## config.mk

```make
export PLATFORM = sky130hd
export DESIGN_NAME = usrf_deser_flat
export DESIGN_NICKNAME = d
export VERILOG_FILES = /design/src/rtl/usrf_pkg.sv /design/src/rtl/usrf_deser_if.sv /design/src/rtl/usrf_out_buf.sv /design/src/rtl/usrf_deser.sv /design/src/flat_wrapper.sv
export SDC_FILE = /design/constraint.sdc
export NUM_CORES = 1
export LEC_CHECK = 0
export ABC_AREA = 1
export BUFFER_PORTS_ARGS = -buffer_cell sky130_fd_sc_hd__buf_2
export CAP_MARGIN = 20
export CORE_MARGIN = 2
export CORE_UTILIZATION = 56
export CTS_BUF_LIST = sky130_fd_sc_hd__clkbuf_16
export CTS_CLUSTER_SIZE = 8
export DETAILED_ROUTE_END_ITERATION = 8
export PLACE_DENSITY = 0.81
export SLEW_MARGIN = 40
export SYNTH_ARGS = -nofsm -noshare
export SYNTH_HDL_FRONTEND = slang
export SYNTH_HIERARCHICAL = 1
export SYNTH_SLANG_ARGS = --single-unit
```

## constraint.sdc

```tcl
create_clock -name clk -period 3.4 [get_ports clk]
set_clock_uncertainty 0.2 [all_clocks]
set_input_delay 0.51 -clock clk [delete_from_list [all_inputs] [get_ports clk]]
set_output_delay 0.51 -clock clk [all_outputs]
set_load 0.03 [all_outputs]
```

## src/rtl/usrf_pkg.sv

```systemverilog
`default_nettype none
// ============================================================================
//  Module   : usrf_pkg
//  Purpose  : Definitions shared by the serial link endpoints. Holds the
//             framing-mode encodings, which the transmit-side universal shift
//             register also uses, and the receiver state type.
//  Contents : MODE_* encodings, state_t, mode_is_rx()
//  Revision : 1.0 - initial release
// ============================================================================
package usrf_pkg;

  localparam logic [1:0] MODE_HOLD = 2'b00;
  localparam logic [1:0] MODE_SHL  = 2'b01;  // MSB-first: shift left, new bit into bit 0
  localparam logic [1:0] MODE_SHR  = 2'b10;  // LSB-first: shift right, new bit into MSB
  localparam logic [1:0] MODE_RSVD = 2'b11;

  typedef enum logic [0:0] {
    IDLE  = 1'b0,
    SHIFT = 1'b1
  } state_t;

  // Only the two shifting modes can open a frame.
  function automatic logic mode_is_rx(input logic [1:0] mode);
    return (mode == MODE_SHL) || (mode == MODE_SHR);
  endfunction

endpackage
`default_nettype wire

```

## src/rtl/usrf_deser_if.sv

```systemverilog
`default_nettype none
// ============================================================================
//  Module   : usrf_deser_if
//  Purpose  : Bundles the serial input and the parallel valid/ready output of
//             the deserializer.
//  Ports    : mode, sdata, svalid, frame_start  - serial side (to receiver)
//             word, word_valid, word_ready      - parallel handshake
//             busy, overrun, clr_overrun        - status and control
//  Modports : master - link/downstream side, slave - the deserializer
//  Revision : 1.0 - initial release
// ============================================================================
interface usrf_deser_if #(
  parameter int WIDTH = 4
);
  logic [1:0]       mode;
  logic             sdata;
  logic             svalid;
  logic             frame_start;
  logic [WIDTH-1:0] word;
  logic             word_valid;
  logic             word_ready;
  logic             busy;
  logic             overrun;
  logic             clr_overrun;

  modport master (
    output mode, sdata, svalid, frame_start, word_ready, clr_overrun,
    input  word, word_valid, busy, overrun
  );

  modport slave (
    input  mode, sdata, svalid, frame_start, word_ready, clr_overrun,
    output word, word_valid, busy, overrun
  );
endinterface
`default_nettype wire

```

## src/rtl/usrf_out_buf.sv

```systemverilog
`default_nettype none
// ============================================================================
//  Module   : usrf_out_buf
//  Purpose  : Single-entry valid/ready output register. Accepts a completed
//             word when empty or when being drained in the same cycle. When
//             full and stalled, it drops the new word and raises a sticky
//             overrun flag.
//  Ports    : clk, rst     - clock, synchronous active-high reset
//             i_load       - a completed word is presented this cycle
//             i_data       - the completed word
//             i_ready      - downstream accepts o_word
//             i_clr_ovr    - clear the overrun flag (a set in the same cycle wins)
//             o_word       - held word
//             o_valid      - o_word holds an unconsumed word
//             o_overrun    - sticky dropped-word flag
//  Revision : 1.0 - initial release
// ============================================================================
module usrf_out_buf #(
  parameter int WIDTH = 4
) (
  input  logic             clk,
  input  logic             rst,
  input  logic             i_load,
  input  logic [WIDTH-1:0] i_data,
  input  logic             i_ready,
  input  logic             i_clr_ovr,
  output logic [WIDTH-1:0] o_word,
  output logic             o_valid,
  output logic             o_overrun
);

  logic [WIDTH-1:0] r_word;
  logic             r_valid;
  logic             r_overrun;
  logic             w_consume;
  logic             w_accept;
  logic             w_drop;

  assign w_consume = r_valid && i_ready;
  // The slot is free when it is empty or when it is drained on this edge.
  assign w_accept  = i_load && (!r_valid || i_ready);
  assign w_drop    = i_load && r_valid && !i_ready;

  always_ff @(posedge clk) begin
    if (rst) begin
      r_word    <= '0;
      r_valid   <= 1'b0;
      r_overrun <= 1'b0;
    end else begin
      if (w_accept) begin
        r_word  <= i_data;
        r_valid <= 1'b1;
      end else if (w_consume) begin
        r_valid <= 1'b0;
      end

      if (w_drop) begin
        r_overrun <= 1'b1;
      end else if (i_clr_ovr) begin
        r_overrun <= 1'b0;
      end
    end
  end

  assign o_word    = r_word;
  assign o_valid   = r_valid;
  assign o_overrun = r_overrun;

endmodule
`default_nettype wire

```

## src/rtl/usrf_deser.sv

```systemverilog
`default_nettype none
// ============================================================================
//  Module   : usrf_deser
//  Purpose  : Serial-to-parallel receiver. Collects WIDTH bits, MSB-first or
//             LSB-first as selected at frame start, and hands each word to
//             downstream through a double-buffered valid/ready output. The
//             next frame can shift in while the previous word waits.
//  Ports    : clk  - rising-edge clock
//             rst  - synchronous active-high reset
//             bus  - usrf_deser_if.slave (serial in, word handshake, status)
//  Revision : 1.0 - initial release
// ============================================================================
import usrf_pkg::*;

module usrf_deser #(
  parameter int WIDTH = 4
) (
  input  logic         clk,
  input  logic         rst,
  usrf_deser_if.slave  bus
);

  localparam int               CNT_W  = $clog2(WIDTH + 1);
  localparam logic [CNT_W-1:0] C_LAST = CNT_W'(WIDTH - 1);

  state_t           r_state;
  state_t           w_state_nxt;
  logic [1:0]       r_mode;
  logic [WIDTH-1:0] r_shreg;
  logic [CNT_W-1:0] r_cnt;

  logic [WIDTH-1:0] w_shifted;
  logic [WIDTH-1:0] w_first;
  logic             w_beat;
  logic             w_start;
  logic             w_start_ok;
  logic             w_done;
  logic             w_busy;

  assign w_beat     = bus.svalid;
  assign w_start    = w_beat && bus.frame_start;
  assign w_start_ok = w_start && mode_is_rx(bus.mode);
  // A frame_start beat always opens a new frame, so it can never complete one.
  assign w_done     = (r_state == SHIFT) && w_beat && !bus.frame_start && (r_cnt == C_LAST);

  // Next shift-register value for a data beat, per the latched mode.
  always_comb begin
    w_shifted = r_shreg;
    if (r_mode == MODE_SHR) begin
      w_shifted = {bus.sdata, r_shreg[WIDTH-1:1]};
    end else begin
      w_shifted = {r_shreg[WIDTH-2:0], bus.sdata};
    end
  end

  // Bit 0 of a new frame lands on an empty register, per the incoming mode.
  always_comb begin
    w_first = '0;
    if (bus.mode == MODE_SHR) begin
      w_first = {bus.sdata, {(WIDTH-1){1'b0}}};
    end else begin
      w_first = {{(WIDTH-1){1'b0}}, bus.sdata};
    end
  end

  // ---------------------------------------------------------------- FSM
  always_ff @(posedge clk) begin
    if (rst) begin
      r_state <= IDLE;
    end else begin
      r_state <= w_state_nxt;
    end
  end

  always_comb begin
    w_state_nxt = r_state;
    case (r_state)
      IDLE: begin
        if (w_start_ok) begin
          w_state_nxt = SHIFT;
        end
      end
      SHIFT: begin
        if (w_start && !w_start_ok) begin
          w_state_nxt = IDLE;      // restart with a disabled mode discards the frame
        end else if (w_done) begin
          w_state_nxt = IDLE;
        end
      end
      default: w_state_nxt = IDLE;
    endcase
  end

  always_comb begin
    w_busy = 1'b0;
    if (r_state == SHIFT) begin
      w_busy = 1'b1;
    end
  end

  // ----------------------------------------------------------- datapath
  always_ff @(posedge clk) begin
    if (rst) begin
      r_mode  <= MODE_HOLD;
      r_shreg <= '0;
      r_cnt   <= '0;
    end else if (w_start_ok) begin
      r_mode  <= bus.mode;
      r_shreg <= w_first;
      r_cnt   <= CNT_W'(1);
    end else if (w_start) begin
      r_shreg <= '0;
      r_cnt   <= '0;
    end else if ((r_state == SHIFT) && w_beat) begin
      if (w_done) begin
        // The completed word leaves through the output buffer on this edge.
        r_shreg <= '0;
        r_cnt   <= '0;
      end else begin
        r_shreg <= w_shifted;
        r_cnt   <= r_cnt + CNT_W'(1);
      end
    end
  end

  usrf_out_buf #(
    .WIDTH (WIDTH)
  ) u_out_buf (
    .clk       (clk),
    .rst       (rst),
    .i_load    (w_done),
    .i_data    (w_shifted),
    .i_ready   (bus.word_ready),
    .i_clr_ovr (bus.clr_overrun),
    .o_word    (bus.word),
    .o_valid   (bus.word_valid),
    .o_overrun (bus.overrun)
  );

  assign bus.busy = w_busy;

endmodule
`default_nettype wire

```

## src/flat_wrapper.sv

```systemverilog
// flat-port wrapper written by rule: the top's interface ports become plain ports
module usrf_deser_flat 
#(
  parameter int WIDTH = 4
)
  (clk, rst, bus_mode, bus_sdata, bus_svalid, bus_frame_start, bus_word_ready, bus_clr_overrun, bus_word, bus_word_valid, bus_busy, bus_overrun);
  usrf_deser_if #(.WIDTH(WIDTH)) bus_i ();
  input  logic clk;
  input  logic rst;
  input wire logic [$bits(bus_i.mode)-1:0] bus_mode;
  input wire logic [$bits(bus_i.sdata)-1:0] bus_sdata;
  input wire logic [$bits(bus_i.svalid)-1:0] bus_svalid;
  input wire logic [$bits(bus_i.frame_start)-1:0] bus_frame_start;
  input wire logic [$bits(bus_i.word_ready)-1:0] bus_word_ready;
  input wire logic [$bits(bus_i.clr_overrun)-1:0] bus_clr_overrun;
  output wire logic [$bits(bus_i.word)-1:0] bus_word;
  output wire logic [$bits(bus_i.word_valid)-1:0] bus_word_valid;
  output wire logic [$bits(bus_i.busy)-1:0] bus_busy;
  output wire logic [$bits(bus_i.overrun)-1:0] bus_overrun;
  assign bus_i.mode = bus_mode;
  assign bus_i.sdata = bus_sdata;
  assign bus_i.svalid = bus_svalid;
  assign bus_i.frame_start = bus_frame_start;
  assign bus_i.word_ready = bus_word_ready;
  assign bus_i.clr_overrun = bus_clr_overrun;
  assign bus_word = bus_i.word;
  assign bus_word_valid = bus_i.word_valid;
  assign bus_busy = bus_i.busy;
  assign bus_overrun = bus_i.overrun;
  usrf_deser #(.WIDTH(WIDTH)) u_core (.clk(clk), .rst(rst), .bus(bus_i));
endmodule
```

; ---- After elaboration in Yosys (flattened, before gate mapping)
; Index checks and enable logic that the tools add are counted.
; Widths: inputs -> output; s select.
[word_totals]
romBits = 0
input_bits = 9
latch_bits = 0
mem_bits_rw = 0
n_memories = 0
output_inout_bits = 7
reg_bits = 16
word_cells = 53
[classes]
div_mod_pow = 0
add_sub_neg = 1
reduce_logical = 20
order_cmp = 0
eq_ne = 4
bitwise_logic = 1
shifts = 0
mux = 19
multipliers = 0
[ops]
columns = op, count
row1 = $mux 4, 6
row2 = $mux 1, 11
row3 = $logic_and 1x1->1, 10
row4 = $eq 2x2->1 const B, 2
row5 = $logic_not 1->1, 4
row6 = $reduce_bool 2->1, 2
row7 = $add 3x1->3 const B, 1
row8 = $eq 3x2->1 const B, 1
row9 = $mux 3, 1
row10 = $reduce_bool 3->1, 1
row11 = $reduce_or 3->1, 1
row12 = $eq 2x1->1 const B, 1
row13 = $logic_or 1x1->1, 2
row14 = $pmux 1 s2, 1
row15 = $not 1->1, 1

; ---- Longest topological paths before layout
; Gate-level depths: netlist of the first run.
[logic_depth]
depth_word = 7
mapped_depth = 8
depth_no_buf = 8

; ---- Cells and area by module
; The synthesis of the first run kept the hierarchy.
[by_module_without_submodules]
columns = mod, seq_area_each_um2, area_per_inst_um2, n_inst, cells_each
row1 = usrf_deser, 200.2, 559.3, 1, 82
row2 = usrf_out_buf, 120.1, 252.7, 1, 36

; ---- Least setup slack after synthesis of the first run
; OpenSTA, ideal clock, no wires.
[synth_timing]
kind = input port to flip-flop
startpoint = input port bus_mode[0]
endpoint = register u_core.r_mode[1]
arrival_time_ns = 1.253
setup_time_ns = 0.119
stages = 6
required_ns = 3.081
path_buffers = 0
slack_ns = 1.827
path_cell_list = inv_1 -> ha_1 -> nor2_8 -> inv_2 -> o21ai_0 -> a21oi_1
[synth_between]
elab_chain_len = 3
word_cells_on_any_way = 4
cone_classes = 2 x eq/ne / 2 x reduce/logical
[synth_rtl]
columns = item, line
row1 = "start, declared", flat_wrapper.sv:10  ; input wire logic [$bits(bus_i.mode)-1:0] bus_mode;
row2 = $eq 2x1->1 or $eq 2x2->1 (tied branches), usrf_pkg.sv:24  ; return (mode == MODE_SHL) || (mode == MODE_SHR);
row3 = $logic_or 1x1->1 (*), usrf_pkg.sv:24
row4 = $logic_and 1x1->1 (*), usrf_deser.sv:42  ; assign w_start_ok = w_start && mode_is_rx(bus.mode);
row5 = "end signal, assigned", usrf_deser.sv:108  ; r_mode <= bus.mode;
row6 = "end, declared", usrf_deser.sv:28  ; logic [1:0] r_mode;
; Mark *: on every way between the ends. The rest lies on a longest branch, timed or not.
; A chain may end at the register's enable or synchronous reset.

; ---- Worst setup path after layout of the first run
[layout_timing]
startpoint = register u_core.r_state
endpoint = output port bus_busy
[layout_between]
elab_chain_len = 1
[layout_rtl]
columns = item, line
row1 = "start, declared", usrf_deser.sv:26  ; state_t r_state;
row2 = "start signal, assigned", usrf_deser.sv:71  ; r_state <= w_state_nxt;
row3 = $mux 1, usrf_deser.sv:96  ; if (r_state == SHIFT) begin
row4 = "end, declared", flat_wrapper.sv:18  ; output wire logic [$bits(bus_i.busy)-1:0] bus_busy;
; No other way between the ends.

==> metrics.yaml, run 1 <==
yosys.area.top_type: "dfxtp_1"
p_leak_uw: 0.000484
rr_startpoint: "u_core/r_cnt[0]$_SDFFE_PP0P_"
dieArea_mm2: 0.00177
postCtsSetupBuffers: 0
dp_hpwl_um: 1230
ys_seq_area_share_pct: 39.4
syn_inst: 118
grt_max_degree: 12
p_int_uw: 370
setup_tns_ns: 0
status: "finished, final reports clean"
wire_per_inst_um: 10.9
cp_top_family: "flip-flops"
cts_root_buf: "clkbuf_16"
layout_common_cells: "nand2_1 (30), dfxtp_1 (16), buf_2 (15), inv_1 (15), a21oi_1 (15)"
sw_frac_of_total_pct: 22.6
slew_violations: 0
cp.required_ns: 2.69
drive_above_1_share_pct: 23.4
firstDrtPassIters: 4
antenna_found_initial: 0
clkPwrFrac_pct: 47.3
crit_path_max_incr_delay_ns: 0.38
final_common_cell: "nand2_1"
cts_hold_buf: 0
cts_resized: 0
power.density_mw_per_mm2: 485
synthesis.nets: 129
synth_top_area_share_pct: 39.4
std_cell_rows: 13
place_congestion: 0.753
setup_violations: 0
max_freq_ghz: 0.643
slowest_stage: "dfxtp_1"
reg2reg_depth: 7
die_y_um: 42.1
via_count: 783
hp-class: "flip-flop to flip-flop"
net-switching-power_uw: 108
ios: 16
grt_pass1_vias: 721
ant_nets: 0
synth.avg_cell_area_um2: 6.88
yosysUniqueCellTypes: 19
critPathMaxFanout: 4
critPathKind: "flip-flop to output pin"
crit_chain: "buf_2"
reg2reg_slack_ns: 1.91
clock_path_buffers: 2
hold_viol_final: 0
cts-buffers-inserted: 3
diodes: 0
ys_warn_count: 6
rsz0062_at_grt: "no"
viasPerCell: 5.15
tightest_slew_ns: 0.310
grt_first_pass_wirelength_um: 2840
ir_drop_mv: 0.301
clock-sinks: 16
synth_ff_type: "dfxtp_1"
combinationalPowerShare_pct: 10.9
insertion_delay_ns: 0.24
hold_end: "u_core/u_out_buf/o_overrun$_SDFFE_PP0P_"
drc: 0
async_flop_share_pct: 0
area_growth_pct: 21.3
fp.dieW_um: 42.1
io_buffers: 15
coreArea_mm2: 0.00133
cp-end-kind: "output pin"
holdPathStages: 2
drt_iter0_markers: 23
clk_pin_slew_ns: 0.05
synth_edf_count: 0
worst-endpoint-arrival_ns: 0.84
hold_start: "u_core/u_out_buf/o_overrun$_SDFFE_PP0P_"
ys_seq_elements: 16
setup_ws_ns: 1.85
overflow: 0
synth_area_um2: 812
period_minus_slack_ns: 1.55
wl_um: 1650
pre_cts_ws_ns: 1.69
cp_num_buf_inv: 1
drv_cap: 0
fin_cells: 152
reg2reg_to: "u_core/u_out_buf/o_word[2]$_SDFFE_PP0P_"
cp-start-kind: "flip-flop"
grt_usage_pct: 21.0
timing.final.crit_share_pct: 45.7
dp_cells: 148
power_uw: 477
cts_tree: "built"
start_util_pct: 60.9
final_nets: 149
synthTopCellsByArea: "dfxtp_1 (39%), nand2_1 (14%), a21oi_1 (9.2%)"
slew_headroom_pct: 79.1
seq_power_share_pct: 41.8
htreeDepth: 1
==> logic make-up (layout without fill, tap and decap cells) <==
kind of cell / count (synthesis) / after routing / share of synthesized area (%)
buffers and inverters: 21 / 40 / 10.2
adder cells (fa/ha/maj): 2 / 2 / 3.08
AND/OR/NAND/NOR: 54 / 54 / 31.1
AO/OA/AOI/OAI: 25 / 25 / 16.2
flip-flops: 16 / 16 / 39.4
==> worst max-delay path by stage <==
stage,from,to,slack (ns),cells past startpoint
after floorplan,bus_mode[0],u_core/r_mode[1]$_SDFFE_PP0P_,1.83,6
after global placement,bus_mode[0],u_core/r_mode[1]$_SDFFE_PP0P_,1.73,7
after detailed placement,bus_mode[0],u_core/r_mode[1]$_SDFFE_PP0P_,1.69,7
after CTS,u_core/r_state$_SDFF_PP0_,bus_busy,1.85,1
after global routing,u_core/r_cnt[0]$_SDFFE_PP0P_,u_core/u_out_buf/o_word[2]$_SDFFE_PP0P_,1.75,7
final,u_core/r_state$_SDFF_PP0_,bus_busy,1.85,1
==> per-stage QoR <==
step	area (um2)	hold WS [ns]	util, %
after floorplan	812	0.242	-
after global placement	906	0.249	67.9
after detailed placement	906	0.258	67.9
after CTS	985	0.266	73.8
after global routing	985	0.290	73.8
final	985	0.263	73.8
==> layer usage <==
metal  up-vias  global-route usage, %  part of all wire [%]
li1        411                      -                     -
met1       339                   24.5                    46
met2        29                   35.3                    45
met3         4                   5.60                   7.3
met4         0                   10.6                   1.6
met5         -                      0                     0
==> Yosys cell counts (2+ instances only) <==
| master | count |
|---|---|
| nand3_1 | 6 |
| nor2_2 | 3 |
| o21ai_0 | 8 |
| dfxtp_1 | 16 |
| ha_1 | 2 |
| a21oi_1 | 15 |
| nand2_2 | 3 |
| inv_1 | 15 |
| nand2_1 | 30 |
| inv_2 | 4 |
| nor2_1 | 8 |
==> final cells by class <==
| cell class | count | area (um2) |
|---|---|---|
| clock inverters | 1 | 3.75 |
| multi-input cells | 81 | 409 |
| inverters | 20 | 75.1 |
| clock buffers | 3 | 75.1 |
| flip-flops and latches | 16 | 320 |
| well taps | 15 | 18.8 |
| repair buffers | 16 | 82.6 |
| fillers | 113 | 349 |
==> state kept, by name (all words and copies together), names as in the netlist <==
register,flops
u_core/r_mode,2
u_core/r_shreg,4
u_core/r_state,1
u_core/r_cnt,3
u_core/u_out_buf/o_overrun,1
u_core/u_out_buf/o_valid,1
u_core/u_out_buf/o_word,4
==> worst reg2reg max path: cells and delay by family (launching register included) <==
family                     cells  cell delay [ns]
adders and majority gates      1             0.18
DFF                            1             0.35
buffers and inverters          1             0.20
and+or+nand+nor                5             0.45
==> power by group through the flow <==
stage	Clock, uW	Sequential, uW	Combinational, uW
3_3_place_gp	0	203	49.6
6_report	226	200	51.9
3_5_place_dp	0	203	51.3
4_1_cts	229	200	51.5
5_1_grt	237	201	58.9
2_1_floorplan	0	204	35.0
Power figures use the tool's default switching activity.
==> run 2: changes to the inputs <==
--- a/config.mk
+++ b/config.mk
@@ -5,15 +5,15 @@
 export SDC_FILE = /design/constraint.sdc
 export NUM_CORES = 1
 export LEC_CHECK = 0
-export ABC_AREA = 1
+export ABC_AREA = 0
 export BUFFER_PORTS_ARGS = -buffer_cell sky130_fd_sc_hd__buf_2
 export CAP_MARGIN = 20
 export CORE_MARGIN = 2
-export CORE_UTILIZATION = 56
+export CORE_UTILIZATION = 47
 export CTS_BUF_LIST = sky130_fd_sc_hd__clkbuf_16
 export CTS_CLUSTER_SIZE = 8
 export DETAILED_ROUTE_END_ITERATION = 8
-export PLACE_DENSITY = 0.81
+export PLACE_DENSITY = 0.73
 export SLEW_MARGIN = 40
 export SYNTH_ARGS = -nofsm -noshare
 export SYNTH_HDL_FRONTEND = slang
==> constraint.sdc (replaced) <==
create_clock -name clk -period 1.4 [get_ports clk]
set_clock_uncertainty 0.2 [all_clocks]
set_input_delay 0.21 -clock clk [delete_from_list [all_inputs] [get_ports clk]]
set_output_delay 0.21 -clock clk [all_outputs]
set_load 0.03 [all_outputs]
==> metrics.yaml, run 2 <==
ys_seq_area_share_pct: 39.9
crit_path_max_incr_delay_ns: 0.34
std_cell_rows: 14
grt_pass1_vias: 685
setup_tns_ns: -0.0446
syn_inst: 86
timing.final.crit_share_pct: 101
insertion_delay_ns: 0.24
ant_nets: 0
grt_first_pass_wirelength_um: 2830
viasPerCell: 5.50
dieArea_mm2: 0.00206
synth_edf_count: 0
cts_root_buf: "clkbuf_16"
coreArea_mm2: 0.00156
async_flop_share_pct: 0
post-synth-top-count-cell: "dfxtp_1"
cts-buffers-inserted: 3
wire_per_inst_um: 13.9
ios: 16
start_util_pct: 51.5
power.density_mw_per_mm2: 1070
fp.dieW_um: 45.3
drc: 0
ir_drop_mv: 0.760
htreeDepth: 1
layout_common_cells: "buf_2 (15), dfxtp_1 (13), nor2_1 (12)"
clk_pin_slew_ns: 0.05
firstDrtPassIters: 4
worst-endpoint-arrival_ns: 1.39
setup_violations: 5
die_y_um: 45.3
cp.required_ns: 1.37
grt_max_degree: 21
drv_cap: 0
dp_cells: 116
hp-class: "primary input to flip-flop"
slew_violations: 0
critPathKind: "flip-flop to flip-flop"
io_buffers: 15
post_synth_most_frequent_cells: "dfxtp_1 (16), nor2_1 (12), nand2b_1 (11)"
slew_headroom_pct: 71.7
drive_above_1_share_pct: 39.0
rr_startpoint: "u_core/r_cnt[1]$_SDFFE_PP0P_"
max_freq_ghz: 0.708
yosys.area.top_type: "dfxtp_1"
drt_iter0_markers: 6
dp_hpwl_um: 1170
p_leak_uw: 0.000426
fin_cells: 121
antenna_found_initial: 0
synthTopCellsByArea: "dfxtp_1 (40%), nand2b_1 (8.6%), mux2i_1 (6.2%)"
diodes: 0
rsz0062_at_grt: "yes"
ys_warn_count: 6
synth_top_area_share_pct: 39.9
hold_ws_ns: 0.0513
period_minus_slack_ns: 1.41
clock_path_buffers: 2
violations: "negative setup slack"
status: "complete, but fails checks"
cts_tree: "built"
place_congestion: 0.712
synth.avg_cell_area_um2: 9.34
via_count: 666
cp-end-kind: "flip-flop"
hold_viol_final: 0
hold_start: "bus_mode[1]"
synth_area_um2: 803
final_nets: 118
setup_ws_ns: -0.0133
slowest_stage: "dfxtp_2"
ys_seq_elements: 16
grt_usage_pct: 19.5
area_growth_pct: 29.9
wl_um: 1680
critPathMaxFanout: 4
clock-sinks: 16
synth_ff_type: "dfxtp_1"
yosysUniqueCellTypes: 27
overflow: 0
cp-start-kind: "flip-flop"
synthesis.nets: 97
final_common_cell: "buf_2"
crit_chain: "ha_4 -> nand2b_4 -> nor3_4 -> nor2b_4 -> mux2i_1"
tightest_slew_ns: 0.420
cp-startpoint: "u_core/r_cnt[1]$_SDFFE_PP0P_"
[run 2: changes by cell type after synthesis, moves of 5 or more]
cell      previous run  this run
inv_1               15         1
nand2b_1             0        11
nand2_1             30         4
a21oi_1             15         7
nand3_1              6         1
o21ai_0              8         3
mux2i_1              0         5
[run 2: logic make-up after synthesis]
kind of cell	after synthesis	share of synthesized area [%]
buf+inv	5	4.21
compound gates	16	13.1
mux	9	12.8
flops	16	39.9
simple gates	38	26.9
fa+ha+maj	2	3.11
[run 2: timing repair]
action	in CTS	in global routing
hold buffers	0	0
gates resized for setup	4	2
setup endpoints to repair	7	9
pin swaps	3	2
setup buffers	2	0
[run 2: report_power, final]
part | leakage, uW | total, uW | switching (uW) | internal (uW)
Clock | 0.0000370 | 540 | 166 | 374
Combinational | 0.000258 | 103 | 56.6 | 46.5
Sequential | 0.000131 | 477 | 9.82 | 467
Total | 0.000426 | 1120 | 232 | 888
[run 2: area by class of cell]
type	instances	area [um2]
well taps	16	20.0
inverters	1	3.75
clock buffers	3	75.1
multi-input cells	65	505
fillers	124	515
flip-flops and latches	16	327
repair buffers	20	113
[run 2: per-stage QoR]
stage / cell area (um2) / total power [uW] / util [%] / worst slack (ns)
detailed placement: 931 / 583 / 59.7 / -0.105
finish: 1040 / 1120 / 66.9 / -0.0133
global route: 1040 / 1150 / 66.9 / -0.0634
CTS: 1030 / 1130 / 66.2 / -0.0124
floorplan: 843 / 553 / - / -0.0251
global placement: 931 / 580 / 59.7 / -0.0907
[run 2: metal layers]
layer	part of all wire, %	vias up	track usage (%)
li1	-	336	-
met1	46	319	20.6
met2	51	9	34.6
met3	2.1	2	4.00
met4	1.0	0	12.4
met5	0	-	0
[run 2: worst max-delay path, delay by kind of cell, from the launching register on]
family,cells,cell delay [ns]
adder cells (fa/ha/maj),1,0.16
flip-flops,1,0.34
multiplexers,1,0.20
AND/OR/NAND/NOR,3,0.43
[run 2: final timing paths]
check                           cells past startpoint                                      end  slack, ns
worst max-delay path                                5  u_core/u_out_buf/o_word[3]$_SDFFE_PP0P_      -0.01
worst min-delay path                                3            u_core/r_mode[1]$_SDFFE_PP0P_       0.05
worst max register to register                      5  u_core/u_out_buf/o_word[3]$_SDFFE_PP0P_      -0.01
worst min register to register                      2  u_core/u_out_buf/o_word[0]$_SDFFE_PP0P_       0.27
==> run 3: changes to the inputs <==
--- a/config.mk
+++ b/config.mk
@@ -9,13 +9,12 @@
 export BUFFER_PORTS_ARGS = -buffer_cell sky130_fd_sc_hd__buf_2
 export CAP_MARGIN = 20
 export CORE_MARGIN = 2
-export CORE_UTILIZATION = 47
+export CORE_UTILIZATION = 46
 export CTS_BUF_LIST = sky130_fd_sc_hd__clkbuf_16
 export CTS_CLUSTER_SIZE = 8
 export DETAILED_ROUTE_END_ITERATION = 8
-export PLACE_DENSITY = 0.73
+export PLACE_DENSITY = 0.72
 export SLEW_MARGIN = 40
 export SYNTH_ARGS = -nofsm -noshare
 export SYNTH_HDL_FRONTEND = slang
-export SYNTH_HIERARCHICAL = 1
 export SYNTH_SLANG_ARGS = --single-unit
==> metrics.yaml, run 3 <==
grt_first_pass_wirelength_um: 2840
cts_hold_buf: 0
cp_top_family: "simple AND/OR/NAND/NOR gates"
cp-end-kind: "flip-flop"
grt_pass1_vias: 656
ys_warn_count: 0
p_int_uw: 905
firstDrtPassIters: 4
synth.avg_cell_area_um2: 9.44
antenna_found_initial: 0
wl_um: 1780
cts-buffers-inserted: 3
met2_usage_pct: 34.4
syn_inst: 79
viasPerCell: 5.36
drt_iter0_markers: 6
layout_common_cells: "buf_2 (15), nor2_1 (13), buf_4 (13), dfxtp_1 (13)"
max_freq_ghz: 0.662
cp_num_buf_inv: 1
timing.final.crit_share_pct: 108
slowest_stage: "dfxtp_2"
start_util_pct: 49.5
combinationalPowerShare_pct: 10.1
cts_root_buf: "clkbuf_16"
setup_violations: 8
post-synth-top-count-cell: "dfxtp_1"
htreeDepth: 1
synthesis.nets: 90
synth_edf_count: 0
violations: "negative setup slack"
overflow: 0
async_flop_share_pct: 0
ys_seq_area_share_pct: 43.0
fp.dieW_um: 44.3
synth_top_area_share_pct: 43.0
synth_area_um2: 746
net-switching-power_uw: 244
synthTopCellsByArea: "dfxtp_1 (43%), mux2i_1 (6.7%), nor2_1 (6.5%)"
wire_per_inst_um: 14.2
met1_usage_pct: 24.4
crit_chain: "ha_4 -> nor2b_4 -> nor3b_4 -> buf_4 -> mux2i_1 -> nor2_1"
insertion_delay_ns: 0.25
hold_ws_ns: 0.0680
cp-start-kind: "flip-flop"
ant_nets: 0
clock-sinks: 16
period_minus_slack_ns: 1.51
ir_drop_mv: 0.950
critPathKind: "flip-flop to flip-flop"
power_uw: 1150
post_synth_most_frequent_cells: "dfxtp_1 (16), nor2_1 (13), a21oi_1 (5), mux2i_1 (5), nand2_1 (5)"
die_y_um: 44.3
tightest_slew_ns: 0.421
ys_seq_elements: 16
io_buffers: 15
critPathMaxFanout: 2
slew_headroom_pct: 71.5
final_nets: 121
dieArea_mm2: 0.00196
clkPwrFrac_pct: 48.5
hold_viol_final: 0
via_count: 670
busiest_layer: "met2"
yosys.area.top_type: "dfxtp_1"
clk_pin_slew_ns: 0.05
power.density_mw_per_mm2: 1070
clock_path_buffers: 2
worst-endpoint-arrival_ns: 1.43
dp_hpwl_um: 1220
status: "complete, but fails checks"
diodes: 0
coreArea_mm2: 0.00151
pre_cts_ws_ns: -0.175
grt_usage_pct: 20.9
drive_above_1_share_pct: 41.3
cts_tree: "built"
p_leak_uw: 0.000490
seq_power_share_pct: 41.4
final_common_cell: "buf_2"
crit_path_max_incr_delay_ns: 0.35
yosysUniqueCellTypes: 28
sw_frac_of_total_pct: 21.2
std_cell_rows: 14
slew_violations: 0
use_met3_pct: 8.57
rsz0062_at_grt: "yes"
drv_cap: 0
drc: 0
place_congestion: 0.789
cp.required_ns: 1.32
synth_ff_type: "dfxtp_1"
ios: 16
hp-class: "primary input to flip-flop"
area_growth_pct: 43.3
grt_max_degree: 17
setup_ws_ns: -0.110
## run 3: per-stage QoR
stage	utilization (%)	cell area [um2]	TNS (ns)	cells
after global routing	70.9	1070	-1.08	125
after detailed placement	62.0	935	-1.07	119
after floorplan	-	769	-0.593	79
final	70.9	1070	-0.468	125
after global placement	62.0	935	-0.719	119
after CTS	70.9	1070	-0.390	125
## run 3: cell type report
| type | instances | area [um2] |
|---|---|---|
| clock buffer | 3 | 75.1 |
| clock inverter | 1 | 3.75 |
| fill | 112 | 438 |
| inverter | 2 | 7.51 |
| multi-input combinational | 58 | 454 |
| sequential | 16 | 324 |
| tap | 16 | 20.0 |
| timing repair buffer | 29 | 184 |
## run 3: kinds of logic (layout without fill, tap and decap cells)
group,count (synthesis),count (layout),synth area share (%)
adders and majority gates,2,2,3.36
AOI/OAI and AO/OA,17,17,15.1
and+or+nand+nor,32,32,25.2
buffers and inverters,5,35,3.69
DFF,16,16,43.0
muxes,7,7,9.73
## run 3: timing repair
action / CTS / global route
resized for setup: 9 / 0
endpoints found under the setup margin: 9 / 10
pin swaps: 2 / 1
setup buffers: 2 / 0
## run 3: path summary, 6_finish.rpt
path | to | cells after the start | start | slack, ns
max | u_core.u_out_buf.o_word[3]$_SDFFE_PP0P_ | 6 | u_core.r_cnt[1]$_SDFFE_PP0P_ | -0.11
min | u_core.u_out_buf.o_overrun$_SDFFE_PP0P_ | 4 | bus_clr_overrun | 0.07
max reg2reg | u_core.u_out_buf.o_word[3]$_SDFFE_PP0P_ | 6 | u_core.r_cnt[1]$_SDFFE_PP0P_ | -0.11
min reg2reg | u_core.u_out_buf.o_word[1]$_SDFFE_PP0P_ | 2 | u_core.u_out_buf.o_word[1]$_SDFFE_PP0P_ | 0.28
## run 3: tightest hold or removal path: stages
cell	delay (ns)
buf_2	0.09
inv_1	0.04
a32oi_1	0.04
nor2_1	0.09
## run 3: power groups by stage
stage               clock [uW]  sequential, uW  combinational (uW)
floorplan                    0             487                53.7
global placement             0             483                 104
detailed placement           0             484                 106
CTS                        563             475                 115
global route               587             475                 128
finish                     558             475                 116
## run 3: routing by layer
metal	routed length, um	vias up
met5	0	-
met4	10	0
met3	82	2
met2	872	11
met1	812	316
li1	-	341
